[src/rtl/pll_reconfig_pkg.sv]
// Shared types and the pixel-clock mode table for the PLLVR reconfiguration sequencer.
// All divider codes are pre-encoded for the PLLVR dynamic pins (IDSEL/FBDSEL = 64 - div, ODSEL = 64 - div/2).
package pll_reconfig_pkg;

   typedef enum logic [2:0] {
      StHold,
      StWaitLock,
      StStable,
      StReady,
      StFault
   } state_e;

   typedef struct packed {
      logic [5:0] idsel;
      logic [5:0] fbdsel;
      logic [5:0] odsel;
   } mode_entry_t;

   localparam int unsigned NumModes = 4;

   // Modes from the 27 MHz input; VCO = out * ODIV must stay in the PLLVR VCO range.
   function automatic mode_entry_t mode_entry(input logic [1:0] idx);
      mode_entry_t e;
      case (idx)
         2'd0:    e = '{idsel: 6'd49, fbdsel: 6'd50, odsel: 6'd48}; // 27*14/15 = 25.2 MHz, ODIV 32
         2'd1:    e = '{idsel: 6'd60, fbdsel: 6'd53, odsel: 6'd60}; // 27*11/4 = 74.25 MHz, ODIV 8
         2'd2:    e = '{idsel: 6'd63, fbdsel: 6'd63, odsel: 6'd48}; // 27*1/1 = 27 MHz, ODIV 32
         default: e = '{idsel: 6'd37, fbdsel: 6'd24, odsel: 6'd56}; // 27*40/27 = 40 MHz, ODIV 16
      endcase
      return e;
   endfunction

endpackage

[src/rtl/pll_lock_sync.sv]
// Two-flop synchronizer bringing the asynchronous PLL LOCK pin into the clk domain.
// Both flops clear on rst so a fresh sequence never sees a stale lock.
module pll_lock_sync (
   input  logic clk,
   input  logic rst,
   input  logic lock_async,
   output logic lock_sync
);

   logic meta_q;
   logic sync_q;

   always_ff @(posedge clk or posedge rst) begin
      if (rst) begin
         meta_q <= 1'b0;
         sync_q <= 1'b0;
      end else begin
         meta_q <= lock_async;
         sync_q <= meta_q;
      end
   end

   assign lock_sync = sync_q;

endmodule

[src/rtl/pll_reconfig_sequencer.sv]
// Sequences PLLVR reset and dynamic divider selects, qualifies LOCK, retries on failure
// and reports ready/fault. Runs entirely on the free-running 27 MHz input clock.
module pll_reconfig_sequencer
   import pll_reconfig_pkg::*;
#(
   parameter int unsigned RESET_PULSE_CYCLES  = 16,
   parameter int unsigned LOCK_TIMEOUT_CYCLES = 27000,
   parameter int unsigned LOCK_STABLE_CYCLES  = 270,
   parameter int unsigned MAX_RETRIES         = 3
) (
   input  logic       clk,
   input  logic       rst,
   input  logic [1:0] mode_sel,
   input  logic       mode_req,
   input  logic       pll_lock,
   output logic       pll_reset,
   output logic [5:0] pll_idsel,
   output logic [5:0] pll_fbdsel,
   output logic [5:0] pll_odsel,
   output logic [1:0] mode_cur,
   output logic       ready,
   output logic       busy,
   output logic       error,
   output logic [1:0] retry_cnt
);

   localparam int unsigned MaxA      = (RESET_PULSE_CYCLES > LOCK_STABLE_CYCLES) ?
                                       RESET_PULSE_CYCLES : LOCK_STABLE_CYCLES;
   localparam int unsigned MaxCycles = (MaxA > LOCK_TIMEOUT_CYCLES) ? MaxA : LOCK_TIMEOUT_CYCLES;
   localparam int unsigned CntW      = $clog2(MaxCycles + 1);

   state_e        state_q, state_d;
   logic [CntW-1:0] cnt_q, cnt_d;
   logic [CntW-1:0] stab_q, stab_d;
   logic [CntW-1:0] stab_inc;
   logic [1:0]    retry_q, retry_d;
   logic [1:0]    retry_inc;
   logic [1:0]    mode_q, mode_d;
   mode_entry_t   codes_q;
   logic          pll_reset_q;
   logic          ready_q;
   logic          busy_q;
   logic          error_q;
   logic          lock_s;
   logic          hold_entry;

   pll_lock_sync u_lock_sync (
      .clk        (clk),
      .rst        (rst),
      .lock_async (pll_lock),
      .lock_sync  (lock_s)
   );

   assign stab_inc   = stab_q + CntW'(1);
   assign retry_inc  = retry_q + 2'd1;
   assign hold_entry = (state_d == StHold) && (state_q != StHold);

   always_comb begin
      state_d = state_q;
      cnt_d   = cnt_q;
      stab_d  = stab_q;
      retry_d = retry_q;
      mode_d  = mode_q;
      unique case (state_q)
         StHold: begin
            if (cnt_q == CntW'(RESET_PULSE_CYCLES - 1)) begin
               state_d = StWaitLock;
               cnt_d   = '0;
            end else begin
               cnt_d = cnt_q + CntW'(1);
            end
         end
         // The timeout counter runs across WAIT_LOCK/STABLE bounces; only stab_q restarts.
         StWaitLock, StStable: begin
            if (lock_s && (stab_inc == CntW'(LOCK_STABLE_CYCLES))) begin
               state_d = StReady;
               cnt_d   = '0;
               stab_d  = '0;
            end else if (cnt_q == CntW'(LOCK_TIMEOUT_CYCLES - 1)) begin
               retry_d = retry_inc;
               cnt_d   = '0;
               stab_d  = '0;
               state_d = (retry_inc == 2'(MAX_RETRIES)) ? StFault : StHold;
            end else begin
               cnt_d   = cnt_q + CntW'(1);
               stab_d  = lock_s ? stab_inc : '0;
               state_d = lock_s ? StStable : StWaitLock;
            end
         end
         // A request beats a simultaneous lock loss so the new mode is never dropped.
         StReady, StFault: begin
            if (mode_req) begin
               mode_d  = mode_sel;
               retry_d = '0;
               state_d = StHold;
            end else if ((state_q == StReady) && !lock_s) begin
               retry_d = '0;
               state_d = StHold;
            end
         end
         default: state_d = StHold;
      endcase
   end

   always_ff @(posedge clk or posedge rst) begin
      if (rst) begin
         state_q     <= StHold;
         cnt_q       <= '0;
         stab_q      <= '0;
         retry_q     <= '0;
         mode_q      <= '0;
         codes_q     <= mode_entry(2'd0);
         pll_reset_q <= 1'b1;
         ready_q     <= 1'b0;
         busy_q      <= 1'b1;
         error_q     <= 1'b0;
      end else begin
         state_q     <= state_d;
         cnt_q       <= cnt_d;
         stab_q      <= stab_d;
         retry_q     <= retry_d;
         mode_q      <= mode_d;
         // Codes only move while the PLL is about to be held in reset.
         if (hold_entry) begin
            codes_q <= mode_entry(mode_d);
         end
         pll_reset_q <= (state_d == StHold) || (state_d == StFault);
         ready_q     <= (state_d == StReady);
         busy_q      <= (state_d == StHold) || (state_d == StWaitLock) || (state_d == StStable);
         error_q     <= (state_d == StFault);
      end
   end

   assign pll_reset  = pll_reset_q;
   assign pll_idsel  = codes_q.idsel;
   assign pll_fbdsel = codes_q.fbdsel;
   assign pll_odsel  = codes_q.odsel;
   assign mode_cur   = mode_q;
   assign ready      = ready_q;
   assign busy       = busy_q;
   assign error      = error_q;
   assign retry_cnt  = retry_q;

endmodule
[config.mk]
export PLATFORM = sky130hd
export DESIGN_NAME = pll_reconfig_sequencer
export DESIGN_NICKNAME = d
export VERILOG_FILES = /design/src/rtl/pll_reconfig_pkg.sv /design/src/rtl/pll_lock_sync.sv /design/src/rtl/pll_reconfig_sequencer.sv
export SDC_FILE = /design/constraint.sdc
export NUM_CORES = 1
export LEC_CHECK = 0
export CAP_MARGIN = 30
export CORE_ASPECT_RATIO = 1.75
export CORE_MARGIN = 2
export CORE_UTILIZATION = 40
export CTS_CLUSTER_SIZE = 28
export DETAILED_ROUTE_END_ITERATION = 12
export PLACE_DENSITY = 0.61
export REMOVE_ABC_BUFFERS = 1
export SYNTH_ARGS = -nofsm -noshare
export SYNTH_HDL_FRONTEND = slang
export SYNTH_SLANG_ARGS = --single-unit
[constraint.sdc]
create_clock -name clk -period 5.25 [get_ports clk]
set_clock_uncertainty 0.1 [all_clocks]
set_input_delay 0.7875 -clock clk [delete_from_list [all_inputs] [get_ports clk]]
set_output_delay 0.7875 -clock clk [all_outputs]
set_load 0.1 [all_outputs]
======== Word-level counts from Yosys, hierarchy flattened ========
Index checks and enable logic that the tools add are counted.
storage, ports and cells
  bits of input ports ..................... 6
  output and inout port bits .............. 26
  bits in registers ....................... 61
  word-level logic and storage cells ...... 73
cells by class
  reduce and logical (&&, ||, !) cells .... 16
  equal/unequal tests ..................... 17
  mux-type cells .......................... 23
  $add $sub $neg .......................... 3
operators by type and width
  operator                                              count
  two-way mux 15 bit                                    6
  case mux 17 bit (3 select lines)                      1
  adder 15 x 1 -> 15 bit, second input constant         2
  case mux 15 bit (2 select lines)                      1
  two-way mux 3 bit                                     6
  equality test 15 bit, second input constant           1
  equality test 15 x 4 -> 1 bit, second input constant  1
  equality test 15 x 9 -> 1 bit, second input constant  1
  two-way mux 2 bit                                     7
  equality test 3 x 2 -> 1 bit, second input constant   4
  case mux 3 bit (3 select lines)                       1
  equality test 3 x 1 -> 1 bit, second input constant   2
  equality test 3 bit, second input constant            2
  logical NOT 3 bit                                     2
  equality test 2 bit, second input constant            2
  inequality test 2 bit, second input constant          2
  case mux 2 bit (2 select lines)                       1
  AND reduction 4 bit                                   1
  nonzero test 2 bit                                    2
  OR reduction 2 bit                                    2
  logical AND 1 bit                                     3
  logical OR 1 bit                                      3
  inequality test 3 bit, second input constant          1
  nonzero test 3 bit                                    1
  other kinds (4)                                       4

======== Logic depth before layout (Yosys ltp) ========
Gate-level depths: netlist (run 1).
  word-level depth ........................ 9
  depth in mapped cells ................... 11
  gate-level depth less buffers ........... 9

======== Modules after synthesis ========
Synthesis (run 1) repeated with hierarchy kept, for this count alone.
second synthesis, totals
  cell total of the unflattened synthesis .. 337
  area total of the unflattened synthesis .. 3,075.4 sq um
by module, submodules not included
  module                  times used  cells an instance  seq. area each (sq um)  area each (sq um)
  pll_reconfig_sequencer  1           334                1,257.5                 3,021.6
  pll_lock_sync           1           3                  50.0                    53.8

======== Least setup slack after synthesis (run 1) ========
No wires, ideal clock.
  kind .................................... register -> register
  from .................................... reg cnt_q[12]
  to ...................................... reg codes_q (netlist bit pll_idsel[1])
  path buffers ............................ 1
  cell stages (with the launch flop) ...... 8
  arrival time ............................ 2.860 ns
  path slack .............................. 2.165 ns
  data required time ...................... 5.025 ns
  library setup time ...................... 0.125 ns
  cells stage by stage .................... dfrtp_1 -> or4_4 -> or4_4 -> a32o_1 -> a211o_1 -> or4_1 -> buf_6 -> mux2_4
on the way
  cells in the longest elaborated chain, start to end .. 6
ends and longest elaborated chain
  element                              RTL line                       source
  start, declared                      pll_reconfig_sequencer.sv:33   logic [CntW-1:0] cnt_q, cnt_d;
  start signal, assigned               pll_reconfig_sequencer.sv:119  cnt_q <= cnt_d;
  equality test 15 bit                 pll_reconfig_sequencer.sv:79   end else if (cnt_q == CntW'(LOCK_TIMEOUT_CYCLES - 1)) begin
  two-way mux 3 bit                    pll_reconfig_sequencer.sv:79
  two-way mux 3 bit                    pll_reconfig_sequencer.sv:75   if (lock_s && (stab_inc == CntW'(LOCK_STABLE_CYCLES))) begin
  case mux 3 bit (3 select lines) (*)  pll_reconfig_sequencer.sv:64   unique case (state_q)
  logical NOT 3 bit (*)                pll_reconfig_sequencer.sv:56   assign hold_entry = (state_d == StHold) && (state_q != StHold);
  logical AND 1 bit (*)                pll_reconfig_sequencer.sv:56
  end signal, assigned                 pll_reconfig_sequencer.sv:112  codes_q <= mode_entry(2'd0);
  end signal, assigned                 pll_reconfig_sequencer.sv:125  codes_q <= mode_entry(mode_d);
  end, declared                        pll_reconfig_sequencer.sv:39   mode_entry_t codes_q;
Every way passes the cells marked *; elsewhere a longest branch is shown, timed or not.
A chain may end at the register's enable or synchronous reset.

======== Worst setup path after layout (run 1) ========
  from .................................... reg stab_q[2]
  to ...................................... reg codes_q (netlist bit pll_odsel[3])
on the way
  cells in the longest elaborated chain, start to end .. 7
ends and longest elaborated chain
  element                          RTL line                       source
  start, declared                  pll_reconfig_sequencer.sv:34   logic [CntW-1:0] stab_q, stab_d;
  start signal, assigned           pll_reconfig_sequencer.sv:120  stab_q <= stab_d;
  adder 15 x 1 -> 15 bit           pll_reconfig_sequencer.sv:54   assign stab_inc = stab_q + CntW'(1);
  equality test 15 x 9 -> 1 bit    pll_reconfig_sequencer.sv:75
  logical AND 1 bit                pll_reconfig_sequencer.sv:75
  two-way mux 3 bit                pll_reconfig_sequencer.sv:75
  case mux 3 bit (3 select lines)  pll_reconfig_sequencer.sv:64
  logical NOT 3 bit                pll_reconfig_sequencer.sv:56
  logical AND 1 bit                pll_reconfig_sequencer.sv:56
No other way between the ends.

==> results.json, run 1 <==
{
  "grt_max_degree": 40,
  "cts.sinks": 52,
  "synth-async-reset-ratio": 1.00,
  "clockBufferDepth": 2,
  "critPathKind": "flip-flop to flip-flop",
  "ant_nets": 0,
  "grt_use_total": 0.172,
  "fin_crit_sh": 0.702,
  "required_ns": 5.33,
  "synthToLayoutAreaGrowth_pct": 15.5,
  "finalHoldViolations": 0,
  "synth_warnings": 0,
  "yosysTopAreaCell": "dfrtp_1",
  "status": "completed",
  "routed_wl_um": 6610,
  "worst_pin_slew_ns": 0.978,
  "yosysSeqAreaShare": 0.438,
  "io_buffers": 25,
  "path_delay_family": "simple AND/OR/NAND/NOR gates",
  "root_buffer": "clkbuf_16",
  "post_cts_buffers": 0,
  "cts_repair_resize_count": 0,
  "synth_cells": 323,
  "grt_first_pass_wirelength_um": 11500,
  "dp_hpwl_um": 4870,
  "firstDrtPassIters": 4,
  "cp_cell_sequence": "nand3_1 -> nor3_1 -> and3_1 -> o221ai_1 -> nor4_1 -> or4_1 -> mux2_4",
  "syn_area_per_cell_um2": 9.24,
  "remaining_drc_errors": 0,
  "drt_iter0_drc": 164,
  "ys_seq_elements": 52,
  "ir_drop_mv": 0.397,
  "synth_edf_count": 0,
  "max_cap_violations": 0,
  "rows": 41,
  "core_area_um2": 7230,
  "first_global_vias": 2416,
  "max_freq_mhz": 271,
  "synth.distinct_cells": 52,
  "syn_area_um2": 2990,
  "rsz0062_at_grt": "no",
  "cp_num_buf_inv": 0,
  "clock_latency_ns": 0.29,
  "drive_above_1_share": 0.0853,
  "ios": 32,
  "cts_hold_buf": 0,
  "n_fill_cell": 661,
  "min_period_ns": 3.69,
  "cts_made_buffers": 5,
  "cp_max_fo": 11,
  "antenna_found_initial": 0,
  "die_x_um": 69.3,
  "critPathArrivalTime_ns": 3.77,
  "p_leak_nw": 1.52,
  "die_height_um": 118,
  "ys.flop_type": "dfrtp_1",
  "routedWlPerCell_um": 15.5,
  "n_antenna_cell": 0,
  "crit_slowest_cell": "nor4_1",
  "initial_core_util": 0.413,
  "fin_nets": 354,
  "viasPerCell": 5.54,
  "end_kind": "flip-flop",
  "cts_tree": "done",
  "critPathMaxStageDelay_ns": 0.71,
  "slew_viol_final": 0,
  "whs_ns": 0.255,
  "gp_congestion": 0.845,
  "start_kind": "flip-flop",
  "h-tree-depth": 2,
  "via_count": 2361,
  "setup-violations-final": 0,
  "yosysTopAreaCellShare": 0.394,
  "path_clk_slew_ns": 0.07,
  "overflow": 0,
  "hp-class": "flip-flop to flip-flop",
  "slew_headroom": 0.343,
  "dieArea_um2": 8200,
  "p_per_area_nw_per_um2": 556,
  "synth_area_leaders": "dfrtp_1, dfstp_2, nor2_1",
  "setup_tns_ns": 0
}
cell usage in the layout (no fill, tap or decap), types with 5 or more instances in the layout:
| master | count |
|---|---|
| a21oi_1 | 17 |
| a31oi_1 | 7 |
| and3_1 | 7 |
| clkbuf_16 | 5 |
| clkdlybuf4s50_1 | 25 |
| conb_1 | 6 |
| dfrtp_1 | 47 |
| dfstp_2 | 5 |
| ha_1 | 9 |
| inv_1 | 10 |
| mux2i_1 | 9 |
| nand2_1 | 26 |
| nand2b_1 | 10 |
| nand3_1 | 14 |
| nand4_1 | 5 |
| nor2_1 | 32 |
| nor3_1 | 11 |
| nor4_1 | 8 |
| o21ai_0 | 20 |
| xnor2_1 | 8 |
| xor2_1 | 7 |
logic make-up after synthesis:
| logic type | count (synthesis) | share of synthesized area |
|---|---|---|
| xor gates and xnor gates | 15 | 0.0440 |
| muxes | 15 | 0.0578 |
| adders and majority gates | 9 | 0.0377 |
| and+or+nand+nor | 127 | 0.214 |
| buffers and inverters | 34 | 0.0583 |
| AOI/OAI and AO/OA | 69 | 0.148 |
| other | 2 | 0.00252 |
| DFF | 52 | 0.438 |
synth_stat cells, types with 2 or more instances:
library cell / count
and3_1: 7
conb_1: 2
nand4_1: 5
dfstp_2: 5
a32o_1: 3
o21a_1: 4
nor2_1: 32
nand2_1: 26
a21oi_1: 17
a21o_1: 2
nand2b_1: 10
nor3_1: 11
buf_4: 9
mux2_4: 4
nand3_1: 14
a31oi_1: 7
xor2_1: 7
buf_2: 3
mux2i_1: 9
or4_4: 2
mux2_2: 2
dfrtp_1: 47
clkbuf_1: 8
xnor2_1: 8
inv_1: 11
ha_1: 9
a21boi_0: 2
and2_1: 3
a211oi_1: 3
or2_2: 3
nor4_1: 8
o21ai_0: 20
report_power, final:
group | total (mW) | internal [mW] | switching (mW)
combinational | 0.940 | 0.279 | 0.662
clock | 0.417 | 0.273 | 0.144
sequential | 0.559 | 0.482 | 0.0775
per-stage QoR:
step	instances	power (mW)	instance area [um2]	setup WS, ns	util
4_1_cts	426	1.93	3450	1.60	0.477
5_1_grt	426	2.03	3450	1.18	0.477
2_1_floorplan	304	1.27	2870	2.03	-
3_3_place_gp	417	1.50	3240	1.67	0.448
6_report	426	1.92	3450	1.56	0.477
3_5_place_dp	418	1.51	3260	1.60	0.451
final timing paths:
kind	depth (start not counted)	start	slack [ns]	end
max	7	stab_q[2]	1.56	pll_odsel[3]
min	0	u_lock_sync.meta_q	0.25	u_lock_sync.lock_sync
max reg2reg	7	stab_q[2]	1.56	pll_odsel[3]
min reg2reg	0	u_lock_sync.meta_q	0.25	u_lock_sync.lock_sync
max in group asynchronous	3	rst	3.82	pll_fbdsel[5]
min in group asynchronous	2	rst	0.66	stab_q[2]
per-layer routing:
metal / global-route usage / share of wire / vias to the layer above
met1: 0.195 / 0.41 / 1132
met2: 0.306 / 0.52 / 47
li1: - / - / 1165
met5: 0 / 0 / -
met4: 0.0821 / 0.034 / 0
met3: 0.0307 / 0.030 / 17
flip-flops by register name, indices dropped and copies added (netlist names), 2 cells and up:
name	flops
pll_odsel	2
state_q	3
mode_cur	2
stab_q	15
retry_cnt	2
cnt_q	15
pll_idsel	4
pll_fbdsel	3
cell type report:
| class | count | area, um2 | share of cell area |
|---|---|---|---|
| Clock inverter | 2 | 60.1 | 0.0174 |
| Inverter | 11 | 41.3 | 0.0120 |
| Clock buffer | 6 | 129 | 0.0374 |
| Timing Repair Buffer | 28 | 285 | 0.0827 |
| Sequential cell | 52 | 1310 | 0.379 |
| Tap cell | 86 | 108 | 0.0312 |
| Multi-Input combinational cell | 241 | 1520 | 0.440 |
Power figures use the tool's default switching activity.
==> run 2, diff against run 1 <==
Clock period 5.25 ns to 3.55 ns, I/O delays scaled along.
==> run 2 against run 1 <==
First-iteration DRC count shrank 18%. Routed wire length rose by 0.11%. Non-clock buffer count up 9. Cell count grew 2.1%. Flip-flop and latch count unchanged. Clock power grew 40%. Die area is the same. Count of clock-buffer cells in the layout increased by 1. Global-route usage down 0.33 points. Core utilization rose by 0.78 points. Critical path type unchanged. Largest cell class unchanged.
==> results.json, run 2 (same netlist as run 1, synthesis figures left out) <==
{
  "dp.cells": 427,
  "power.total_mw": 2.83,
  "routedWlPerCell_um": 15.2,
  "required_ns": 3.63,
  "overflow": 0,
  "grt_first_pass_wirelength_um": 11200,
  "clockBufferDepth": 2,
  "antenna_found_initial": 0,
  "ios": 32,
  "start_kind": "flip-flop",
  "drt_iter0_drc": 134,
  "max_cap_violations": 0,
  "core_area_um2": 7230,
  "remaining_drc_errors": 0,
  "h-tree-depth": 2,
  "cts.sinks": 52,
  "fin_crit_sh": 0.905,
  "path_clk_slew_ns": 0.06,
  "final_cells": 435,
  "viasPerCell": 5.48,
  "finalHoldViolations": 0,
  "grt_use_total": 0.169,
  "whs_ns": 0.255,
  "gp_congestion": 0.876,
  "worst_pin_slew_ns": 0.978,
  "initial_core_util": 0.413,
  "post_cts_buffers": 0,
  "drive_above_1_share": 0.117,
  "clock_latency_ns": 0.29,
  "p_leak_nw": 1.56,
  "path_delay_family": "simple AND/OR/NAND/NOR gates",
  "cp_max_fo": 9,
  "io_buffers": 25,
  "root_buffer": "clkbuf_16",
  "min_period_ns": 3.21,
  "grt_max_degree": 28,
  "setup-violations-final": 0,
  "fin_nets": 363,
  "critPathMaxStageDelay_ns": 0.59,
  "synthToLayoutAreaGrowth_pct": 17.4,
  "die_height_um": 118,
  "via_count": 2385,
  "setup_tns_ns": 0,
  "cts_made_buffers": 5,
  "first_global_vias": 2385,
  "layout_common_cells": "dfrtp_1, nor2_1, nand2_1",
  "ant_nets": 0,
  "dp_hpwl_um": 4950,
  "crit_slowest_cell": "or4_4",
  "ir_drop_mv": 0.608,
  "n_antenna_cell": 0,
  "dp_slack_ns": 0.258,
  "layout_commonest_cell": "dfrtp_1",
  "layout_setup_ws_ns": 0.337,
  "p_per_area_nw_per_um2": 806,
  "rows": 41,
  "routed_wl_um": 6620,
  "postPlaceCellArea_um2": 3320,
  "critPathArrivalTime_ns": 3.29,
  "end_kind": "flip-flop",
  "dieArea_um2": 8200,
  "postLayoutCoreUtil": 0.485,
  "firstDrtPassIters": 4,
  "rsz0062_at_grt": "no",
  "cts_tree": "done",
  "die_x_um": 69.3,
  "slew_viol_final": 0,
  "fin_area_um2": 3510,
  "critPathKind": "flip-flop to flip-flop",
  "cp_cell_sequence": "or4_4 -> or4_4 -> a32o_1 -> a211o_1 -> or4_1 -> buf_4 -> mux2_4",
  "crit_top_cell": "or4_4",
  "status": "completed",
  "max_freq_mhz": 311,
  "hp-class": "flip-flop to flip-flop",
  "slew_headroom": 0.346,
  "cp_num_buf_inv": 1
}
run 2: cell types whose count changed in the layout (fill, tap and decap cells not counted), sizes merged:
cell | previous run | this run
buf | 3 | 12
bufinv | 2 | 1
clkbuf | 6 | 7
run 2: cell type report:
type                       count  area [um2]
sequential                    52        1310
timing repair buffer          37         340
multi-input combinational    241        1530
clock buffer                   7         153
fill                         682        3730
tap                           86         108
clock inverter                 1        30.0
inverter                      11        41.3
run 2: timing repair:
action / CTS / global route
hold buffers: 0 / 0
endpoints found under the setup margin: 0 / 10
resized for setup: 0 / 2
run 2: per-layer routing:
layer | routed length (um) | share of wire | vias to the layer above | track usage
met2 | 3670 | 0.55 | 39 | 0.312
met4 | 188 | 0.028 | 0 | 0.0846
met1 | 2550 | 0.39 | 1149 | 0.178
li1 | - | - | 1179 | -
met5 | 0 | 0 | - | 0
met3 | 214 | 0.032 | 18 | 0.0307
run 2: final timing paths:
check | startpoint | to | slack, ns | cells past startpoint
max in group asynchronous | rst | pll_reset | 2.06 | 3
min in group asynchronous | rst | pll_idsel[1] | 0.50 | 2
min reg2reg | u_lock_sync.meta_q | u_lock_sync.lock_sync | 0.26 | 0
max | cnt_q[12] | pll_odsel[2] | 0.34 | 7
max reg2reg | cnt_q[12] | pll_odsel[2] | 0.34 | 7
min | u_lock_sync.meta_q | u_lock_sync.lock_sync | 0.26 | 0
run 2: power breakdown:
group	internal (mW)	leakage, nW	switching [mW]
sequential	0.712	0.684	0.104
combinational	0.434	0.789	0.992
clock	0.371	0.0901	0.213
==> run 3, diff against run 2 <==
Settings changed: RECOVER_POWER set to 100.
==> run 3 against run 2 <==
The run now ends with max-capacitance violations, max-slew violations left. Total power down 2.0%. Sequential power shrank 0.5%. Non-clock buffer count stayed put. Maximum frequency decreased by 1.8%.
==> results.json, run 3 (same netlist as run 1, synthesis figures left out) <==
{
  "clockBufferDepth": 2,
  "ios": 32,
  "violations": "max-capacitance violations, max-slew violations",
  "critPathKind": "flip-flop to flip-flop",
  "initial_core_util": 0.413,
  "cp_cell_sequence": "or4_1 -> or4_4 -> a32o_1 -> a211o_1 -> or4_1 -> buf_4 -> mux2_1",
  "grt_use_total": 0.169,
  "io_buffers": 25,
  "min_to": "u_lock_sync.lock_sync",
  "die_x_um": 69.3,
  "r2r-end": "pll_idsel[1]",
  "ir_drop_mv": 0.584,
  "r2r_cells": 7,
  "required_ns": 3.62,
  "cts.sinks": 52,
  "critPathLaunch": "cnt_q[12]",
  "whs_ns": 0.255,
  "synthToLayoutAreaGrowth_pct": 16.2,
  "p_leak_nw": 1.55,
  "rrSetupSlack_ns": 0.28,
  "fin_nets": 363,
  "core_area_um2": 7230,
  "min_from": "u_lock_sync.meta_q",
  "max_freq_mhz": 306,
  "p_per_area_nw_per_um2": 798,
  "cp_max_fo": 9,
  "n_antenna_cell": 0,
  "max_cap_violations": 1,
  "drt_iter0_drc": 127,
  "slew_viol_final": 27,
  "post_cts_buffers": 0,
  "dieArea_um2": 8200,
  "n_fill_cell": 699,
  "crit_top_cell": "or4_1",
  "grt_max_degree": 28,
  "via_count": 2403,
  "viasPerCell": 5.52,
  "clock_latency_ns": 0.29,
  "rsz0062_at_grt": "no",
  "dp_slack_ns": 0.258,
  "slew_headroom": -0.00439,
  "path_delay_family": "simple AND/OR/NAND/NOR gates",
  "cts_tree": "done",
  "cp_num_buf_inv": 1,
  "rows": 41,
  "cts_hold_buf": 0,
  "start_kind": "flip-flop",
  "critPathMaxStageDelay_ns": 0.60,
  "antenna_found_initial": 0,
  "rr_startpoint": "cnt_q[12]",
  "drive_above_1_share": 0.0831,
  "hp-class": "flip-flop to flip-flop",
  "h-tree-depth": 2,
  "path_clk_slew_ns": 0.07,
  "min_period_ns": 3.27,
  "firstDrtPassIters": 4,
  "worst_pin_slew_ns": 1.51,
  "min_path_cells": 0,
  "regArea_um2": 1310,
  "remaining_drc_errors": 0,
  "setup-violations-final": 0,
  "routed_wl_um": 6630,
  "die_height_um": 118,
  "layout_setup_ws_ns": 0.278,
  "layout_commonest_cell": "dfrtp_1",
  "overflow": 0,
  "critPathArrivalTime_ns": 3.35,
  "layout_common_cells": "dfrtp_1, nor2_1, nand2_1",
  "fin_crit_sh": 0.922,
  "end_kind": "flip-flop",
  "routedWlPerCell_um": 15.3,
  "crit_slowest_cell": "or4_4",
  "finalHoldViolations": 0,
  "ant_nets": 0,
  "multi_input_area_um2": 1510,
  "setup_tns_ns": 0,
  "cts_repair_resize_count": 0,
  "first_global_vias": 2385,
  "grt_first_pass_wirelength_um": 11200,
  "gp_congestion": 0.876,
  "root_buffer": "clkbuf_16",
  "dp_hpwl_um": 4950,
  "status": "complete, but fails checks",
  "cts_made_buffers": 5
}
## run 3: cell types whose count changed in the layout (fill, tap and decap cells not counted), sizes merged
cell	before	now
clkbuf	7	12
clkdlybuf4s50	25	3
buf	12	7
dlygate4sd3	0	22
## run 3: power by group
group / total (mW) / internal [mW] / switching (mW)
clock: 0.584 / 0.371 / 0.213
combinational: 1.37 / 0.384 / 0.988
sequential: 0.812 / 0.712 / 0.100
## run 3: worst max-delay path by stage
stage                   end  cells after the start
3_3_place_gp   pll_odsel[2]                      9
5_1_grt            cnt_q[4]                      3
4_1_cts           cnt_q[10]                      8
2_1_floorplan  pll_idsel[1]                      6
6_report       pll_idsel[1]                      7
3_5_place_dp      cnt_q[10]                      8
## run 3: area by class of cell
| class | count | share of cell area |
|---|---|---|
| clock buffers | 7 | 0.0440 |
| clock inverters | 1 | 0.00866 |
| inverters | 11 | 0.0119 |
| multi-input cells | 241 | 0.435 |
| flip-flops and latches | 52 | 0.377 |
| well taps | 86 | 0.0310 |
| repair buffers | 37 | 0.0927 |
## run 3: worst reg2reg max path, cell delays in order, from the launching register on
cell and delay, ns:
dfrtp_1 0.40, or4_1 0.57, or4_4 0.60, a32o_1 0.25
a211o_1 0.23, or4_1 0.47, buf_4 0.19, mux2_1 0.34
## run 3: per-stage QoR
step                cells  instance area [um2]  total power [mW]   util
CTS                   435                 3500              2.85  0.484
finish                435                 3470              2.77  0.480
detailed placement    427                 3320              2.26  0.458
global placement      427                 3320              2.24  0.458
global route          435                 3470              2.93  0.480
floorplan             304                 2870              1.89      -
## run 3: per-layer routing
layer	share of wire	global-route usage	vias to the layer above
met4	0.028	0.0846	0
met3	0.035	0.0307	16
li1	-	-	1179
met5	0	0	-
met1	0.39	0.178	1161
met2	0.55	0.312	47
